### src/rtl/launch_countdown.sv
// Launch sequencer: BCD seconds countdown from COUNT_START to zero, then a
// timed launch hold, with abort and restart handling. Fed by the button
// edge detectors; drives the seven-segment driver and status LEDs.
module launch_countdown #(
    parameter int TICKS_PER_SEC = 12000000,
    parameter int COUNT_START   = 10,
    parameter int LAUNCH_HOLD_S = 3
) (
    input  logic       clk,
    input  logic       rst,
    input  logic       start_pulse,
    input  logic       abort_pulse,
    output logic [7:0] count_bcd,
    output logic       counting,
    output logic       launch,
    output logic       aborted
);

    localparam int              PS_W      = $clog2(TICKS_PER_SEC);
    localparam logic [PS_W-1:0] PS_LAST   = PS_W'(TICKS_PER_SEC - 1);
    localparam logic [7:0]      START_BCD = {4'(COUNT_START / 10), 4'(COUNT_START % 10)};
    localparam logic [3:0]      HOLD_LAST = 4'(LAUNCH_HOLD_S - 1);

    typedef enum logic [1:0] {
        S_IDLE     = 2'd0,
        S_COUNTING = 2'd1,
        S_LAUNCH   = 2'd2,
        S_ABORTED  = 2'd3
    } state_t;

    state_t          state_q, state_d;
    logic [PS_W-1:0] ps_q, ps_d;
    logic [3:0]      hold_q, hold_d;
    logic [7:0]      count_q, count_d;
    logic            sec_tick;

    // One-step BCD decrement with borrow from the tens digit.
    function automatic logic [7:0] bcd_dec(input logic [7:0] v);
        if (v[3:0] == 4'd0)
            return {v[7:4] - 4'd1, 4'd9};
        else
            return {v[7:4], v[3:0] - 4'd1};
    endfunction

    assign sec_tick = (ps_q == PS_LAST);

    // Next-state, count, hold and prescaler decisions.
    always_comb begin
        state_d = state_q;
        count_d = count_q;
        hold_d  = hold_q;
        ps_d    = '0;
        case (state_q)
            S_IDLE: begin
                count_d = START_BCD;
                hold_d  = 4'd0;
                if (start_pulse && !abort_pulse)
                    state_d = S_COUNTING;
            end
            S_COUNTING: begin
                ps_d = sec_tick ? '0 : ps_q + PS_W'(1);
                if (abort_pulse) begin
                    // abort wins over a same-cycle tick; count stays put
                    state_d = S_ABORTED;
                end else if (sec_tick) begin
                    count_d = bcd_dec(count_q);
                    if (count_q == 8'h01)
                        state_d = S_LAUNCH;
                end
            end
            S_LAUNCH: begin
                ps_d    = sec_tick ? '0 : ps_q + PS_W'(1);
                count_d = 8'h00;
                if (sec_tick) begin
                    if (hold_q == HOLD_LAST) begin
                        state_d = S_IDLE;
                        count_d = START_BCD;
                        hold_d  = 4'd0;
                    end else begin
                        hold_d = hold_q + 4'd1;
                    end
                end
            end
            S_ABORTED: begin
                if (start_pulse) begin
                    state_d = S_IDLE;
                    count_d = START_BCD;
                end
            end
            default: begin
                state_d = S_IDLE;
                count_d = START_BCD;
                hold_d  = 4'd0;
            end
        endcase
        // every transition restarts the second boundary from zero
        if (state_d != state_q)
            ps_d = '0;
    end

    // State, count and timer registers with asynchronous reset.
    always_ff @(posedge clk or posedge rst) begin
        if (rst) begin
            state_q <= S_IDLE;
            ps_q    <= '0;
            hold_q  <= 4'd0;
            count_q <= START_BCD;
        end else begin
            state_q <= state_d;
            ps_q    <= ps_d;
            hold_q  <= hold_d;
            count_q <= count_d;
        end
    end

    assign count_bcd = count_q;
    assign counting  = (state_q == S_COUNTING);
    assign launch    = (state_q == S_LAUNCH);
    assign aborted   = (state_q == S_ABORTED);

endmodule
### config.mk
export PLATFORM = sky130hd
export DESIGN_NAME = launch_countdown
export DESIGN_NICKNAME = d
export VERILOG_FILES = /design/src/rtl/launch_countdown.sv
export SDC_FILE = /design/constraint.sdc
export NUM_CORES = 1
export LEC_CHECK = 0
export ABC_CLOCK_PERIOD_IN_PS = 2700
export CORE_ASPECT_RATIO = 1.1
export CORE_UTILIZATION = 45
export CTS_BUF_LIST = sky130_fd_sc_hd__clkbuf_2 sky130_fd_sc_hd__clkbuf_4 sky130_fd_sc_hd__clkbuf_8
export DETAILED_ROUTE_END_ITERATION = 10
export GPL_TIMING_DRIVEN = 1
export SKIP_CTS_REPAIR_TIMING = 1
export SLEW_MARGIN = 20
export SYNTH_ARGS = -nofsm -noshare
export SYNTH_HDL_FRONTEND = slang
export SYNTH_SLANG_ARGS = --single-unit
### constraint.sdc
create_clock -name clk -period 2.7 [get_ports clk]
set_clock_uncertainty 0.15 [all_clocks]
set_input_delay 0.405 -clock clk [delete_from_list [all_inputs] [get_ports clk]]
set_output_delay 0.405 -clock clk [all_outputs]
set_load 0.01 [all_outputs]
==> results.sh <==
export IMPL_status="finished, final reports clean"
export IMPL_numCtsBuffers=5
export IMPL_yosys_area_share_simple=0.263
export IMPL_crit_chain="ha_1 -> and4_1 -> nand2_1 -> or4_1 -> nor4_1 -> a31o_2"
export IMPL_met3_usage=0.0370
export IMPL_dpl_cell_count=311
export IMPL_tns_ns=0
export IMPL_worstHoldPathType="reg2reg"
export IMPL_power_density_mw_per_mm2=711
export IMPL_die_height_um=75.7
export IMPL_finish_instance_area_sq_mm=0.00256
export IMPL_p_sw_uw=669
export IMPL_diodes=0
export IMPL_cts_root_buf="clkbuf_8"
export IMPL_core_sq_mm=0.00468
export IMPL_ys_async_sr_fraction=1.00
export IMPL_grt_pass1_wl_um=7810
export IMPL_p_int_mw=1.15
export IMPL_worstPathArrival_ns=2.50
export IMPL_num_vias=1769
export IMPL_die_x_um=69.0
export IMPL_syn_cell_area_sq_mm=0.00222
export IMPL_area_delta_synth_final_pct=15.1
export IMPL_syn_area_per_cell_sq_um=9.15
export IMPL_tightest_slew_ns=0.786
export IMPL_die_area_sq_mm=0.00523
export IMPL_end_kind="register"
export IMPL_maxSlewHeadroom=0.471
export IMPL_grt_overflow_total=0
export IMPL_yosysTopAreaCellShare=0.416
export IMPL_period_minus_slack_ns=2.42
export IMPL_cap_violations=0
export IMPL_io_buffers=14
export IMPL_slowest_stage="or4_1"
export IMPL_vdd_drop_max_v=0.000474
export IMPL_slew_violations=0
export IMPL_fin_crit_sh=0.896
export IMPL_path_class="reg2reg"
export IMPL_setup_viol=0
export IMPL_viasPerCell=5.55
export IMPL_synth_compound_area_frac=0.116
export IMPL_hold_violations=0
export IMPL_synthDistinctLibCells=47
export IMPL_cp_start_kind="register"
export IMPL_ioPinCount=15
export IMPL_synth_nets=256
export IMPL_met2_usage=0.318
export IMPL_rsz0062_at_grt="no"
export IMPL_drcViolationCount=0
export IMPL_power_frac_clock=0.222
export IMPL_netlist_instances=243
export IMPL_clkSinkCount=38
export IMPL_placed_cell_area_sq_mm=0.00247
export IMPL_grt_total_usage=0.188
export IMPL_crit_required_ns=2.78
export IMPL_firstDrtPassIters=4
export IMPL_synthTopCellsByCount="37 x dfrtp_1, 36 x nor2_1, 18 x xor2_1"
export IMPL_dp_hpwl_um=3200
export IMPL_htreeDepth=2
export IMPL_power_frac_comb=0.419
export IMPL_yosysWarnings=0
export IMPL_gp_congestion=0.759
export IMPL_fin_cells=319
export IMPL_synth_edf_count=0
export IMPL_wirelength_um=4530
export IMPL_cts_path_max_buffers=2
export IMPL_synthAdderAreaFrac=0.0506
export IMPL_synth_seq_cells=38
export IMPL_p_seq_frac=0.359
export IMPL_drt_iter0_drc=102
export IMPL_antenna_found_initial=0
export IMPL_synth_top_family_by_area="simple AND/OR/NAND/NOR gates"
export IMPL_switching_share=0.367
export IMPL_synth_mux_area_frac=0.0135
export IMPL_grt_pass1_vias=1684
export IMPL_synth_ff_type="dfrtp_1"
export IMPL_avgRoutedWirePerCell_um=14.2
export IMPL_clk_latency_ns=0.28
export IMPL_yosysTopAreaCell="dfrtp_1"
export IMPL_row_count=26
export IMPL_cts_tree="yes"
export IMPL_synth_area_leaders="dfrtp_1 42%, xor2_1 7.1%, nor2_1 6.1%"
export IMPL_clk_pin_slew_worst_paths_ns=0.07
export IMPL_fin_nets=275
export IMPL_drtAntennaViolNets=0
export IMPL_synth_most_common_cell="dfrtp_1"
export IMPL_top_usage_layer="met2"
export IMPL_grtUsageMet1=0.243
export IMPL_grt_max_degree=39
export IMPL_slowest_delay_ns=0.64
export IMPL_start_util=0.475
export IMPL_path_max_fanout=5
export IMPL_synth_xor_xnor_area_share=0.0866
export IMPL_leakagePower_nw=1.10
export IMPL_finalPower_mw=1.82
export IMPL_fmax_mhz=413
export IMPL_ys_seq_area_frac=0.428
export IMPL_layout_drive_gt1_share=0.0913
-- kinds of logic (layout without fill, tap and decap cells) --
group	count (synthesis)	after routing
AND/OR/NAND/NOR	111	111
adder cells (fa/ha/maj)	9	9
multiplexers	3	3
AO/OA/AOI/OAI	36	36
XOR/XNOR	22	22
buffers and inverters	24	44
flip-flops	38	38
-- through the flow --
step                      setup WS [ns]  utilization  hold WS [ns]
after floorplan                   0.384            -         0.301
after global placement            0.185        0.526         0.316
after detailed placement          0.237        0.526         0.331
after CTS                         0.252        0.547         0.341
after global routing             0.0873        0.547         0.373
final                             0.281        0.547         0.340
-- cell type report --
class	instances	area (sq um)
timing repair buffer	22	213
sequential	38	952
multi-input combinational	181	1180
fill	454	2120
clock buffer	7	90.1
clock inverter	1	5.00
inverter	14	52.6
tap	56	70.1
-- power groups by stage --
| stage | combinational (mW) | clock (mW) | sequential, mW |
|---|---|---|---|
| after floorplan | 0.508 | 0 | 0.659 |
| after global placement | 0.786 | 0 | 0.663 |
| after detailed placement | 0.769 | 0 | 0.665 |
| after CTS | 0.772 | 0.423 | 0.654 |
| after global routing | 0.853 | 0.445 | 0.662 |
| final | 0.763 | 0.405 | 0.654 |
-- sequential cells by signal (all words and copies together) (netlist names) --
signal	flops
ps_q	24
count_bcd	8
hold_q	4
state_q	2
-- final timing paths --
path	cells after the start	slack, ns	to	start
min in group asynchronous	3	0.38	count_bcd[3]	rst
worst min-delay path	1	0.34	ps_q[0]	ps_q[0]
max in group asynchronous	3	1.66	count_bcd[4]	rst
worst min register to register	1	0.34	ps_q[0]	ps_q[0]
worst max register to register	6	0.28	count_bcd[2]	ps_q[0]
worst max-delay path	6	0.28	count_bcd[2]	ps_q[0]
-- cell usage in the layout (no fill, tap or decap), drive strengths merged, types with 2 or more instances in the layout --
| cell type | count |
|---|---|
| and4 | 3 |
| o21ai | 4 |
| and3 | 8 |
| a21oi | 4 |
| o211ai | 2 |
| or4 | 2 |
| nand4 | 9 |
| nor3 | 5 |
| nor2 | 36 |
| xnor2 | 4 |
| inv | 14 |
| mux2i | 3 |
| o31ai | 4 |
| nor2b | 3 |
| buf | 8 |
| or3 | 5 |
| and2 | 2 |
| a21o | 2 |
| dfrtp | 37 |
| nor4bb | 2 |
| a21boi | 3 |
| nor3b | 2 |
| a31o | 3 |
| nand3 | 9 |
| nor4 | 3 |
| a31oi | 4 |
| or2 | 3 |
| o22ai | 2 |
| ha | 9 |
| clkdlybuf4s50 | 14 |
| xor2 | 18 |
| nand3b | 2 |
| clkbuf | 7 |
| nand2 | 14 |
-- worst max-delay path: cells and delay by family (launching register included) --
kind	cells	cell delay, ns
adders and majority gates	1	0.22
DFF	1	0.39
and+or+nand+nor	4	1.40
AOI/OAI and AO/OA	1	0.21
-- metal layers --
layer  wire (um)  part of all wire
met4          63             0.014
met3          99             0.022
met2        2200              0.49
met1        2160              0.48
met5           0                 0
Power figures use the tool's default switching activity.
